$ cat config.mk
export PLATFORM = sky130hd
export DESIGN_NAME = tl_ul_link_buffer
export DESIGN_NICKNAME = d
export VERILOG_FILES = /design/src/rtl/tl_ul_link_pkg.sv /design/src/rtl/tl_ul_fifo.sv /design/src/rtl/tl_ul_link_buffer.sv
export SDC_FILE = /design/constraint.sdc
export NUM_CORES = 1
export LEC_CHECK = 0
export ABC_CLOCK_PERIOD_IN_PS = 8050
export BUFFER_PORTS_ARGS = -buffer_cell sky130_fd_sc_hd__buf_2
export CELL_PAD_IN_SITES_DETAIL_PLACEMENT = 1
export CELL_PAD_IN_SITES_GLOBAL_PLACEMENT = 2
export CORE_MARGIN = 5
export CORE_UTILIZATION = 41
export CTS_CLUSTER_DIAMETER = 30
export DETAILED_ROUTE_END_ITERATION = 8
export PLACE_DENSITY_LB_ADDON = 0.25
export SYNTH_ARGS = -nofsm -noshare
export SYNTH_HDL_FRONTEND = slang
export SYNTH_SLANG_ARGS = --single-unit
$ cat constraint.sdc
create_clock -name clock -period 8.05 [get_ports clock]
set_input_delay 0.805 -clock clock [delete_from_list [all_inputs] [get_ports clock]]
set_output_delay 0.805 -clock clock [all_outputs]
set_load 0.01 [all_outputs]
$ cat src/rtl/tl_ul_link_pkg.sv
// Shared beat types and field widths for the TL-UL link buffer.
package tl_ul_link_pkg;

  localparam int TL_AW = 30;
  localparam int TL_SW = 7;
  localparam int TL_DW = 32;
  localparam int TL_MW = 4;
  localparam int TL_ZW = 2;

  typedef struct packed {
    logic [2:0]       opcode;
    logic [2:0]       param;
    logic [TL_ZW-1:0] size;
    logic [TL_SW-1:0] source;
    logic [TL_AW-1:0] address;
    logic [TL_MW-1:0] mask;
    logic [TL_DW-1:0] data;
  } tl_a_beat_t;

  typedef struct packed {
    logic [2:0]       opcode;
    logic [1:0]       param;
    logic [TL_ZW-1:0] size;
    logic [TL_SW-1:0] source;
    logic             sink;
    logic             denied;
    logic [TL_DW-1:0] data;
    logic             corrupt;
  } tl_d_beat_t;

endpackage

$ cat src/rtl/tl_ul_fifo.sv
// Registered valid/ready FIFO; full/empty come from an explicit count so DEPTH
// need not be a power of two. Neither flow-through nor pipe.
module tl_ul_fifo #(
  parameter type T     = logic [7:0],
  parameter int  DEPTH = 2
) (
  input  logic clk,
  input  logic rst_n,
  input  logic i_valid,
  output logic o_ready,
  input  T     i_data,
  output logic o_valid,
  input  logic i_ready,
  output T     o_data
);

  localparam int PW = (DEPTH > 1) ? $clog2(DEPTH) : 1;
  localparam int CW = $clog2(DEPTH + 1);

  T              r_mem [DEPTH];
  logic [PW-1:0] r_wr_ptr;
  logic [PW-1:0] r_rd_ptr;
  logic [CW-1:0] r_count;
  logic          w_push;
  logic          w_pop;

  function automatic logic [PW-1:0] next_ptr(input logic [PW-1:0] p);
    return (p == PW'(DEPTH - 1)) ? '0 : p + PW'(1);
  endfunction

  assign o_ready = (r_count != CW'(DEPTH));
  assign o_valid = (r_count != '0);
  assign w_push  = i_valid & o_ready;
  assign w_pop   = o_valid & i_ready;
  assign o_data  = r_mem[r_rd_ptr];

  // Payload storage is deliberately left out of reset.
  always_ff @(posedge clk) begin
    if (w_push) begin
      r_mem[r_wr_ptr] <= i_data;
    end
  end

  // Pointers and occupancy.
  always_ff @(posedge clk or negedge rst_n) begin
    if (!rst_n) begin
      r_wr_ptr <= '0;
      r_rd_ptr <= '0;
      r_count  <= '0;
    end else begin
      if (w_push) r_wr_ptr <= next_ptr(r_wr_ptr);
      if (w_pop)  r_rd_ptr <= next_ptr(r_rd_ptr);
      case ({w_push, w_pop})
        2'b10:   r_count <= r_count + CW'(1);
        2'b01:   r_count <= r_count - CW'(1);
        default: r_count <= r_count;
      endcase
    end
  end

endmodule

$ cat src/rtl/tl_ul_link_buffer.sv
// TL-UL link buffer: A and D channel FIFOs, outstanding-request cap and a
// sticky flag for D responses arriving with nothing outstanding.
module tl_ul_link_buffer
  import tl_ul_link_pkg::*;
#(
  parameter int DEPTH        = 2,
  parameter int MAX_INFLIGHT = 4
) (
  input  logic                              clock,
  input  logic                              reset_n,
  input  logic                              in_a_valid,
  output logic                              in_a_ready,
  input  logic [2:0]                        in_a_opcode,
  input  logic [2:0]                        in_a_param,
  input  logic [TL_ZW-1:0]                  in_a_size,
  input  logic [TL_SW-1:0]                  in_a_source,
  input  logic [TL_AW-1:0]                  in_a_address,
  input  logic [TL_MW-1:0]                  in_a_mask,
  input  logic [TL_DW-1:0]                  in_a_data,
  output logic                              out_a_valid,
  input  logic                              out_a_ready,
  output logic [2:0]                        out_a_opcode,
  output logic [2:0]                        out_a_param,
  output logic [TL_ZW-1:0]                  out_a_size,
  output logic [TL_SW-1:0]                  out_a_source,
  output logic [TL_AW-1:0]                  out_a_address,
  output logic [TL_MW-1:0]                  out_a_mask,
  output logic [TL_DW-1:0]                  out_a_data,
  input  logic                              in_d_valid,
  output logic                              in_d_ready,
  input  logic [2:0]                        in_d_opcode,
  input  logic [1:0]                        in_d_param,
  input  logic [TL_ZW-1:0]                  in_d_size,
  input  logic [TL_SW-1:0]                  in_d_source,
  input  logic                              in_d_sink,
  input  logic                              in_d_denied,
  input  logic [TL_DW-1:0]                  in_d_data,
  input  logic                              in_d_corrupt,
  output logic                              out_d_valid,
  input  logic                              out_d_ready,
  output logic [2:0]                        out_d_opcode,
  output logic [1:0]                        out_d_param,
  output logic [TL_ZW-1:0]                  out_d_size,
  output logic [TL_SW-1:0]                  out_d_source,
  output logic                              out_d_sink,
  output logic                              out_d_denied,
  output logic [TL_DW-1:0]                  out_d_data,
  output logic                              out_d_corrupt,
  output logic [$clog2(MAX_INFLIGHT+1)-1:0] inflight,
  output logic                              err_d_underflow
);

  localparam int IW = $clog2(MAX_INFLIGHT + 1);

  tl_a_beat_t    w_a_in;
  tl_a_beat_t    w_a_out;
  tl_d_beat_t    w_d_in;
  tl_d_beat_t    w_d_out;
  logic          w_a_nonempty;
  logic          w_a_gate;
  logic          w_a_fire;
  logic          w_d_enq;
  logic [IW-1:0] r_inflight;
  logic          r_err_d_underflow;

  assign w_a_in = '{opcode: in_a_opcode, param: in_a_param, size: in_a_size,
                    source: in_a_source, address: in_a_address, mask: in_a_mask,
                    data: in_a_data};
  assign w_d_in = '{opcode: in_d_opcode, param: in_d_param, size: in_d_size,
                    source: in_d_source, sink: in_d_sink, denied: in_d_denied,
                    data: in_d_data, corrupt: in_d_corrupt};

  // Gate on the registered count only, so a same-cycle D cannot reopen it.
  assign w_a_gate    = (r_inflight < IW'(MAX_INFLIGHT));
  assign out_a_valid = w_a_nonempty & w_a_gate;
  assign w_a_fire    = out_a_valid & out_a_ready;
  assign w_d_enq     = in_d_valid & in_d_ready;

  tl_ul_fifo #(.T(tl_a_beat_t), .DEPTH(DEPTH)) u_a_fifo (
    .clk     (clock),
    .rst_n   (reset_n),
    .i_valid (in_a_valid),
    .o_ready (in_a_ready),
    .i_data  (w_a_in),
    .o_valid (w_a_nonempty),
    .i_ready (out_a_ready & w_a_gate),
    .o_data  (w_a_out)
  );

  tl_ul_fifo #(.T(tl_d_beat_t), .DEPTH(DEPTH)) u_d_fifo (
    .clk     (clock),
    .rst_n   (reset_n),
    .i_valid (in_d_valid),
    .o_ready (in_d_ready),
    .i_data  (w_d_in),
    .o_valid (out_d_valid),
    .i_ready (out_d_ready),
    .o_data  (w_d_out)
  );

  assign {out_a_opcode, out_a_param, out_a_size, out_a_source,
          out_a_address, out_a_mask, out_a_data} = w_a_out;
  assign {out_d_opcode, out_d_param, out_d_size, out_d_source,
          out_d_sink, out_d_denied, out_d_data, out_d_corrupt} = w_d_out;

  // One response retires one request; a response with none outstanding is flagged.
  always_ff @(posedge clock or negedge reset_n) begin
    if (!reset_n) begin
      r_inflight        <= '0;
      r_err_d_underflow <= 1'b0;
    end else begin
      case ({w_a_fire, w_d_enq})
        2'b10: r_inflight <= r_inflight + IW'(1);
        2'b01: begin
          if (r_inflight == '0) begin
            r_err_d_underflow <= 1'b1;
          end else begin
            r_inflight <= r_inflight - IW'(1);
          end
        end
        default: r_inflight <= r_inflight;
      endcase
    end
  end

  assign inflight        = r_inflight;
  assign err_d_underflow = r_err_d_underflow;

endmodule
==> summary.txt, run 1 <==
Power Density -> 430 nW/um2
Final RePlAce weighted congestion -> 0.717
Largest area contributor in the netlist -> edfxtp_1
Share of the synthesized area in the top cell type -> 77.9%
Status -> completed
Top-count cell post-synth -> edfxtp_1
CTS HTree Levels -> 2
Layout cells sized above 1 -> 61.9%
Tightest Pin Transition -> 1.16 ns
Post-Syn Instances -> 467
Number of fill cells -> 2,212
Synth Register Bits -> 272
Cell variety after synth -> 28
Async S/R FF share, synth -> 4.41%
Vias/cell -> 4.80
Critical-path cell list -> mux2_2 -> buf_2
Fin Clk Skew -> 0.0173 ns
Antenna violations before repair -> 5
Top sig layer -> met5
Vias in the first global route -> 6,353
Global-route usage over all layers -> 16.5%
Drt total wl -> 23,800 um
HP Class -> in2async
Hold-fix buffers at CTS -> 0
First-pass GRT wire length -> 36,200 um
Crit path max fanout -> 82
Setup TNS -> 0 ns
Clock Sinks -> 272
P&R area growth vs syn -> 37.8%
Post-synth top cells -> edfxtp_1 (260), mux2_2 (130), buf_2 (14)
Clock transition at path regs -> 0.05 ns
CTS Buf Count -> 56
Metal3 WL -> 2140 um
Chip Height -> 166 um
Synth top area cells -> edfxtp_1 (78%), mux2_2 (15%), dfrtp_1 (3.0%), xnor2_1 (0.79%), buf_2 (0.70%)
WP data required -> 7.24 ns
Fin crit period -> 3.17 ns
Last element of the critical path -> out_a_address[4]
Final setup vio count -> 0
Final Cycle Share -> 39.4%
Largest net degree at the start of global routing -> 83
WP data arrival -> 2.37 ns
Die X -> 166 um
CTS Root Cell -> clkbuf_16
IO Count -> 274
Slew Limit Headroom -> 22.7%
Via Count -> 5,548
FF-to-FF setup slack -> 5.88 ns
Post-Syn Area -> 10,000 um2
Grt ovf -> 0
YS warnings -> 0
CP startpoint kind -> flip-flop
Final max-slew violation count -> 0
Starting Density -> 41.4%
PortBufs -> 273
Max-Cap Viols -> 0
Prevailing post-synth register cell -> edfxtp_1
Length of routed met2 wiring -> 11,900 um
Row cnt -> 57
Critical path launch point -> u_a_fifo.r_rd_ptr
Clk_lat worst skew -> 0.53 ns
Post-synth EDFFs -> 260
Setup repair bufs after CTS -> 0
Max Buffers Root-to-Sink -> 3
Setup crit end kind -> output port
Leakage -> 5.30 nW
Syn_area_per_cell -> 21.5 um2
Metal-1 WL -> 9340 um
Die footprint -> 27,700 um2
Fin nets -> 924
Sequential area share after synthesis -> 80.9%
FF-to-FF path depth -> 4
Fin util -> 57.1%
Critical path type -> reg2out
Residual DRC -> 0
Drt wl/cell -> 20.6 um
Max stage delay on crit path -> 1.14 ns
Final ANT Viol Nets -> 0
Crit-path slowest cell -> dfrtp_4
FF-to-FF Start -> u_a_fifo.r_count[0]
Final hold violations -> 0
Worst vdd ir -> 222 uV
Syn nets -> 606
Reg-to-reg endpoint -> u_a_fifo.r_mem[0][68]
F_max -> 315 MHz
DP HPWL -> 15,000 um
DRT Pass-1 Iters -> 4
RSZ-0062 raised after global routing -> false
Core Footprint -> 24,200 um2
Cts repair resizes -> 0
CTS tree -> done
DR iter-0 viols -> 287
cell type report:
| cell class | instances | area [um2] | area share, % |
|---|---|---|---|
| flip-flops and latches | 272 | 8110 | 58.8 |
| diodes | 2 | 5.00 | 0.0363 |
| inverters | 5 | 26.3 | 0.190 |
| clock buffers | 60 | 1440 | 10.4 |
| multi-input cells | 174 | 1830 | 13.2 |
| repair buffers | 276 | 1390 | 10.1 |
| clock inverters | 44 | 599 | 4.34 |
| well taps | 324 | 405 | 2.94 |
worst max-delay path, delay by kind of cell (launching register included):
| family | cells | cell delay, ns |
|---|---|---|
| buf+inv | 1 | 0.15 |
| flops | 1 | 1.14 |
| mux | 1 | 0.45 |
metrics by stage:
step           hold slack, ns  setup slack [ns]  cell area, um2  total power [mW]  cells
4_1_cts                 0.145              4.87           13800              6.03   1155
6_report                0.162              4.88           13800              5.94   1157
2_1_floorplan           0.461              3.25           10000              2.97    467
3_3_place_gp            0.443              5.45           11800              3.48   1051
5_1_grt                 0.165              4.81           13800              6.22   1156
3_5_place_dp            0.460              5.44           11800              3.53   1051
report_power, final:
part	switching (mW)	internal [mW]
sequential	0.235	1.95
clock	0.720	1.73
combinational	0.681	0.624
cell families (layout without fill, tap and decap cells):
group | after synthesis | count (layout) | share of synthesized area, %
other | 0 | 2 | 0
AO/OA/AOI/OAI | 8 | 8 | 0.612
XOR/XNOR | 12 | 12 | 1.05
multiplexers | 133 | 133 | 14.9
AND/OR/NAND/NOR | 18 | 18 | 1.01
buffers and inverters | 21 | 385 | 1.11
flip-flops | 272 | 272 | 80.9
adder cells (fa/ha/maj) | 3 | 3 | 0.375
sequential cells by signal, summed over array words and instances, names as in the netlist:
name / flops
inflight: 3
u_a_fifo.r_wr_ptr: 1
u_d_fifo.r_count: 2
u_d_fifo.r_mem: 98
u_a_fifo.r_mem: 162
err_d_underflow: 1
u_d_fifo.r_wr_ptr: 1
u_a_fifo.r_rd_ptr: 1
u_a_fifo.r_count: 2
u_d_fifo.r_rd_ptr: 1
routing by layer:
metal | global-route usage [%] | up-vias
met5 | 0 | -
met4 | 4.66 | 8
met3 | 6.97 | 41
met2 | 28.1 | 248
met1 | 19.4 | 2752
li1 | - | 2499
cells in the final DEF (no fill, tap or decap), drive strengths merged, types with 7 or more instances in the layout:
cell,netlist,final
dfrtp,12,12
bufinv,0,14
inv,5,8
edfxtp,260,260
nor2,7,7
xnor2,9,9
buf,15,276
clkbuf,1,60
mux2,130,130
clkinv,0,22
worst min path at each step:
| stage | slack (ns) | start | to | cells after the start |
|---|---|---|---|---|
| after global routing | 0.17 | reset_n | inflight[2] | 1 |
| after CTS | 0.15 | reset_n | u_a_fifo.r_wr_ptr | 1 |
| final | 0.16 | reset_n | inflight[2] | 1 |
| after detailed placement | 0.46 | err_d_underflow | err_d_underflow | 2 |
| after global placement | 0.44 | err_d_underflow | err_d_underflow | 2 |
| after floorplan | 0.46 | u_a_fifo.r_wr_ptr | u_a_fifo.r_wr_ptr | 1 |
Note: power is estimated with default switching activity, not from simulation.
==> run 2: changes to the inputs <==
--- a/config.mk
+++ b/config.mk
@@ -5,12 +5,13 @@
 export SDC_FILE = /design/constraint.sdc
 export NUM_CORES = 1
 export LEC_CHECK = 0
-export ABC_CLOCK_PERIOD_IN_PS = 8050
+export ABC_AREA = 1
+export ABC_CLOCK_PERIOD_IN_PS = 2800
 export BUFFER_PORTS_ARGS = -buffer_cell sky130_fd_sc_hd__buf_2
 export CELL_PAD_IN_SITES_DETAIL_PLACEMENT = 1
 export CELL_PAD_IN_SITES_GLOBAL_PLACEMENT = 2
 export CORE_MARGIN = 5
-export CORE_UTILIZATION = 41
+export CORE_UTILIZATION = 33
 export CTS_CLUSTER_DIAMETER = 30
 export DETAILED_ROUTE_END_ITERATION = 8
 export PLACE_DENSITY_LB_ADDON = 0.25
==> constraint.sdc (replaced) <==
create_clock -name clock -period 2.8 [get_ports clock]
set_input_delay 0.28 -clock clock [delete_from_list [all_inputs] [get_ports clock]]
set_output_delay 0.28 -clock clock [all_outputs]
set_load 0.01 [all_outputs]
==> run 2 against run 1 <==
Against the previous run: critical path type unchanged; flip-flop and latch count unchanged; synthesized area up 0.22%; count of clock-buffer cells in the layout is 2 higher; core utilization fell by 5.8 points; critical path depth is 1 higher; clock power grew to 2.7 times the previous value; worst hold slack worse by 0.11 ns; power rose to 2.9 times the previous value; routed wire length is 12% higher; first-iteration DRC count is 11% lower; cell count rose by 28%.
==> summary.txt, run 2 <==
Status -> completed
Final RePlAce weighted congestion -> 0.746 (+4.1%)
Last element of the critical path -> out_a_address[23]
CP startpoint kind -> flip-flop
Max FFs per register -> 162 (unchanged)
FF-to-FF setup slack -> 0.90 ns (-4.98 ns)
Syn_area_per_cell -> 17.0 um2 (-21%)
DRT Pass-1 Iters -> 5 (+1)
CTS Root Cell -> clkbuf_16
Setup crit end kind -> output port
Hold-fix buffers at CTS -> 131 (+131)
Min Hold Slack -> 0.0566 ns (-0.105 ns)
Post-Syn Area -> 10,000 um2 (+0.22%)
Overall power -> 17.3 mW (+190%)
Cts repair resizes -> 0 (unchanged)
Cell variety after synth -> 21 (-25%)
Die X -> 184 um (+11%)
P&R area growth vs syn -> 52.5%
Post-Place Cells -> 1,246 (+19%)
WP data required -> 2.52 ns (-4.72 ns)
Post-synth top cells -> edfxtp_1 (260), nand2_1 (164), mux2_2 (81)
Tightest Pin Transition -> 0.681 ns (-0.479 ns)
Seq. cell area -> 8110 um2 (about the same)
Largest net degree at the start of global routing -> 51 (-39%)
Core Footprint -> 29,900 um2 (+24%)
Clock Sinks -> 272 (unchanged)
RSZ-0062 raised after global routing -> false
Final Cycle Share -> 84.2%
Post-synth EDFFs -> 260 (unchanged)
Max Buffers Root-to-Sink -> 3 (unchanged)
Slew Limit Headroom -> 54.6% (+32 points)
Biggest register -> u_a_fifo.r_mem
Syn nets -> 729 (+20%)
XOR/XNOR Fraction of Synth Area -> 0.611% (-0.44 points)
Async S/R FF share, synth -> 4.41% (unchanged)
Max-Cap Viols -> 0 (unchanged)
Layout cells sized above 1 -> 43.8% (-18 points)
Fin util -> 51.3% (-5.8 points)
Fin area -> 15,300 um2 (+11%)
HP Class -> in2reg
Setup repair bufs after CTS -> 0 (unchanged)
Chip Height -> 184 um (+11%)
Row cnt -> 63 (+11%)
Worst vdd ir -> 639 uV (+190%)
Global-route usage over all layers -> 15.4% (-1.2 points)
Mux contribution to synthesized area -> 9.08% (-5.8 points)
Final max-slew violation count -> 0 (unchanged)
Via Count -> 6,520 (+18%)
Die footprint -> 34,000 um2 (+23%)
Final hold violations -> 0 (unchanged)
Final ANT Viol Nets -> 0 (unchanged)
Post-Synth Simple-Gate Area -> 6.95% (+5.9 points)
CTS Buf Count -> 57 (+1.8%)
Share of the synthesized area in the top cell type -> 77.8% (-0.17 points)
Compound-Gate Fraction of Synth Area -> 0.735% (+0.12 points)
Drt wl/cell -> 18.0 um (-13%)
Residual DRC -> 0 (unchanged)
Drt total wl -> 26,700 um (+12%)
Power Density -> 1130 nW/um2 (+160%)
Commonest non-fill, non-tap cells in the layout -> buf_2 (273), edfxtp_1 (260), nand2_1 (164)
CTS tree -> done
Post-Syn Instances -> 590 (+26%)
Post-synthesis adder-cell area fraction -> 0.374% (-0.00084 points)
Grt ovf -> 0 (unchanged)
IO Count -> 274 (unchanged)
Area after DPL -> 12,000 um2 (+2.5%)
Cell Count, Final, Fillers Out -> 1,486 (+28%)
Top-count cell post-synth -> edfxtp_1
Most common cell after layout, fill and taps aside -> buf_2
Fin nets -> 1,185 (+28%)
DR iter-0 viols -> 256 (-11%)
Sequential area share after synthesis -> 80.7% (-0.18 points)
DP HPWL -> 17,300 um (+15%)
Critical path type -> reg2out
Largest area contributor in the netlist -> edfxtp_1
Fin Clk Skew -> 0.0215 ns (+0.00423 ns)
Synth Register Bits -> 272 (unchanged)
First-pass GRT wire length -> 40,500 um (+12%)
Critical path launch point -> u_a_fifo.r_rd_ptr
Synth top area cells -> edfxtp_1 (78%), mux2_2 (9.1%), nand2_1 (6.1%), dfrtp_1 (3.0%), buf_2 (0.60%)
Final setup vio count -> 0 (unchanged)
Area occupied by multi-input gates -> 1810 um2 (-0.75%)
Combinational family with the most area after synthesis -> multiplexers
Antenna violations before repair -> 2 (-3)
Clk_lat worst skew -> 0.55 ns (+0.02 ns)
Vias in the first global route -> 7,390 (+16%)
Leakage -> 6.21 nW (+17%)
Reg-to-reg endpoint -> u_d_fifo.r_mem[0][37]
FF-to-FF Start -> u_d_fifo.r_count[0]
Number of fill cells -> 2,935 (+33%)
CTS HTree Levels -> 2 (unchanged)
Vias/cell -> 4.39 (-8.5%)
PortBufs -> 273 (unchanged)
Starting Density -> 33.6% (-7.8 points)
FF-to-FF path depth -> 5 (+1)
Fin crit period -> 2.36 ns
F_max -> 424 MHz
YS warnings -> 0 (unchanged)
Clock transition at path regs -> 0.04 ns (about the same)
Prevailing post-synth register cell -> edfxtp_1
Crit path max fanout -> 32 (-61%)
WP data arrival -> 2.08 ns (-0.29 ns)
[run 2: cell count changes after synthesis, sizes merged, moves of 2 or more]
cell	delta
mux2	-49
clkbuf	+7
inv	+11
nand2	+165
o21ai	+2
buf	-3
mux2i	-3
and2	-2
nand3	+2
nand2b	-2
xnor2	-6
nor2	+3
or2	-2
[run 2: per-layer routing]
metal	GRT usage [%]	vias up	part of all wire [%]
li1	-	3079	-
met1	18.4	3165	40
met2	26.4	247	49
met3	5.11	29	9.1
met4	4.58	0	1.3
met5	0	-	0
[run 2: metrics by stage]
stage	setup slack (ns)	setup TNS (ns)
floorplan	-0.466	-74.36
global placement	0.936	0
detailed placement	0.874	0
CTS	0.380	0
global route	0.321	0
finish	0.443	0
[run 2: logic make-up (layout without fill, tap and decap cells)]
kind of cell,count (synthesis),in the layout
compound gates,9,9
xor+xnor,7,7
fa+ha+maj,3,3
buf+inv,36,539
flops,272,272
mux,81,81
other cells,0,3
simple gates,182,182
[run 2: worst min path at each step]
stage / start / end / cells past startpoint / slack [ns]
2_1_floorplan: reset_n / err_d_underflow / 0 / -0.02
3_5_place_dp: reset_n / inflight[1] / 1 / 0.20
5_1_grt: in_a_valid / u_a_fifo.r_wr_ptr / 3 / 0.06
6_report: out_d_ready / u_d_fifo.r_rd_ptr / 3 / 0.06
4_1_cts: out_d_ready / u_d_fifo.r_rd_ptr / 3 / 0.04
3_3_place_gp: reset_n / u_a_fifo.r_wr_ptr / 1 / 0.21
[run 2: critical path: stages (launching register included)]
cell and delay, ns:
dfrtp_4 0.73, buf_12 0.27, mux2_2 0.37, buf_2 0.14
[run 2: where the power goes]
part           switching [mW]  internal [mW]
logic                    2.67           1.92
registers               0.394           5.58
clock network            2.14           4.56
total                    5.20           12.1
[run 2: layout make-up]
| class | count | share of cell area (%) |
|---|---|---|
| inverter | 16 | 0.392 |
| clock inverter | 44 | 3.28 |
| timing repair buffer | 417 | 18.9 |
| multi-input combinational | 282 | 11.8 |
| tap | 390 | 3.19 |
| sequential | 272 | 53.0 |
| clock buffer | 62 | 9.44 |
| antenna | 3 | 0.0490 |
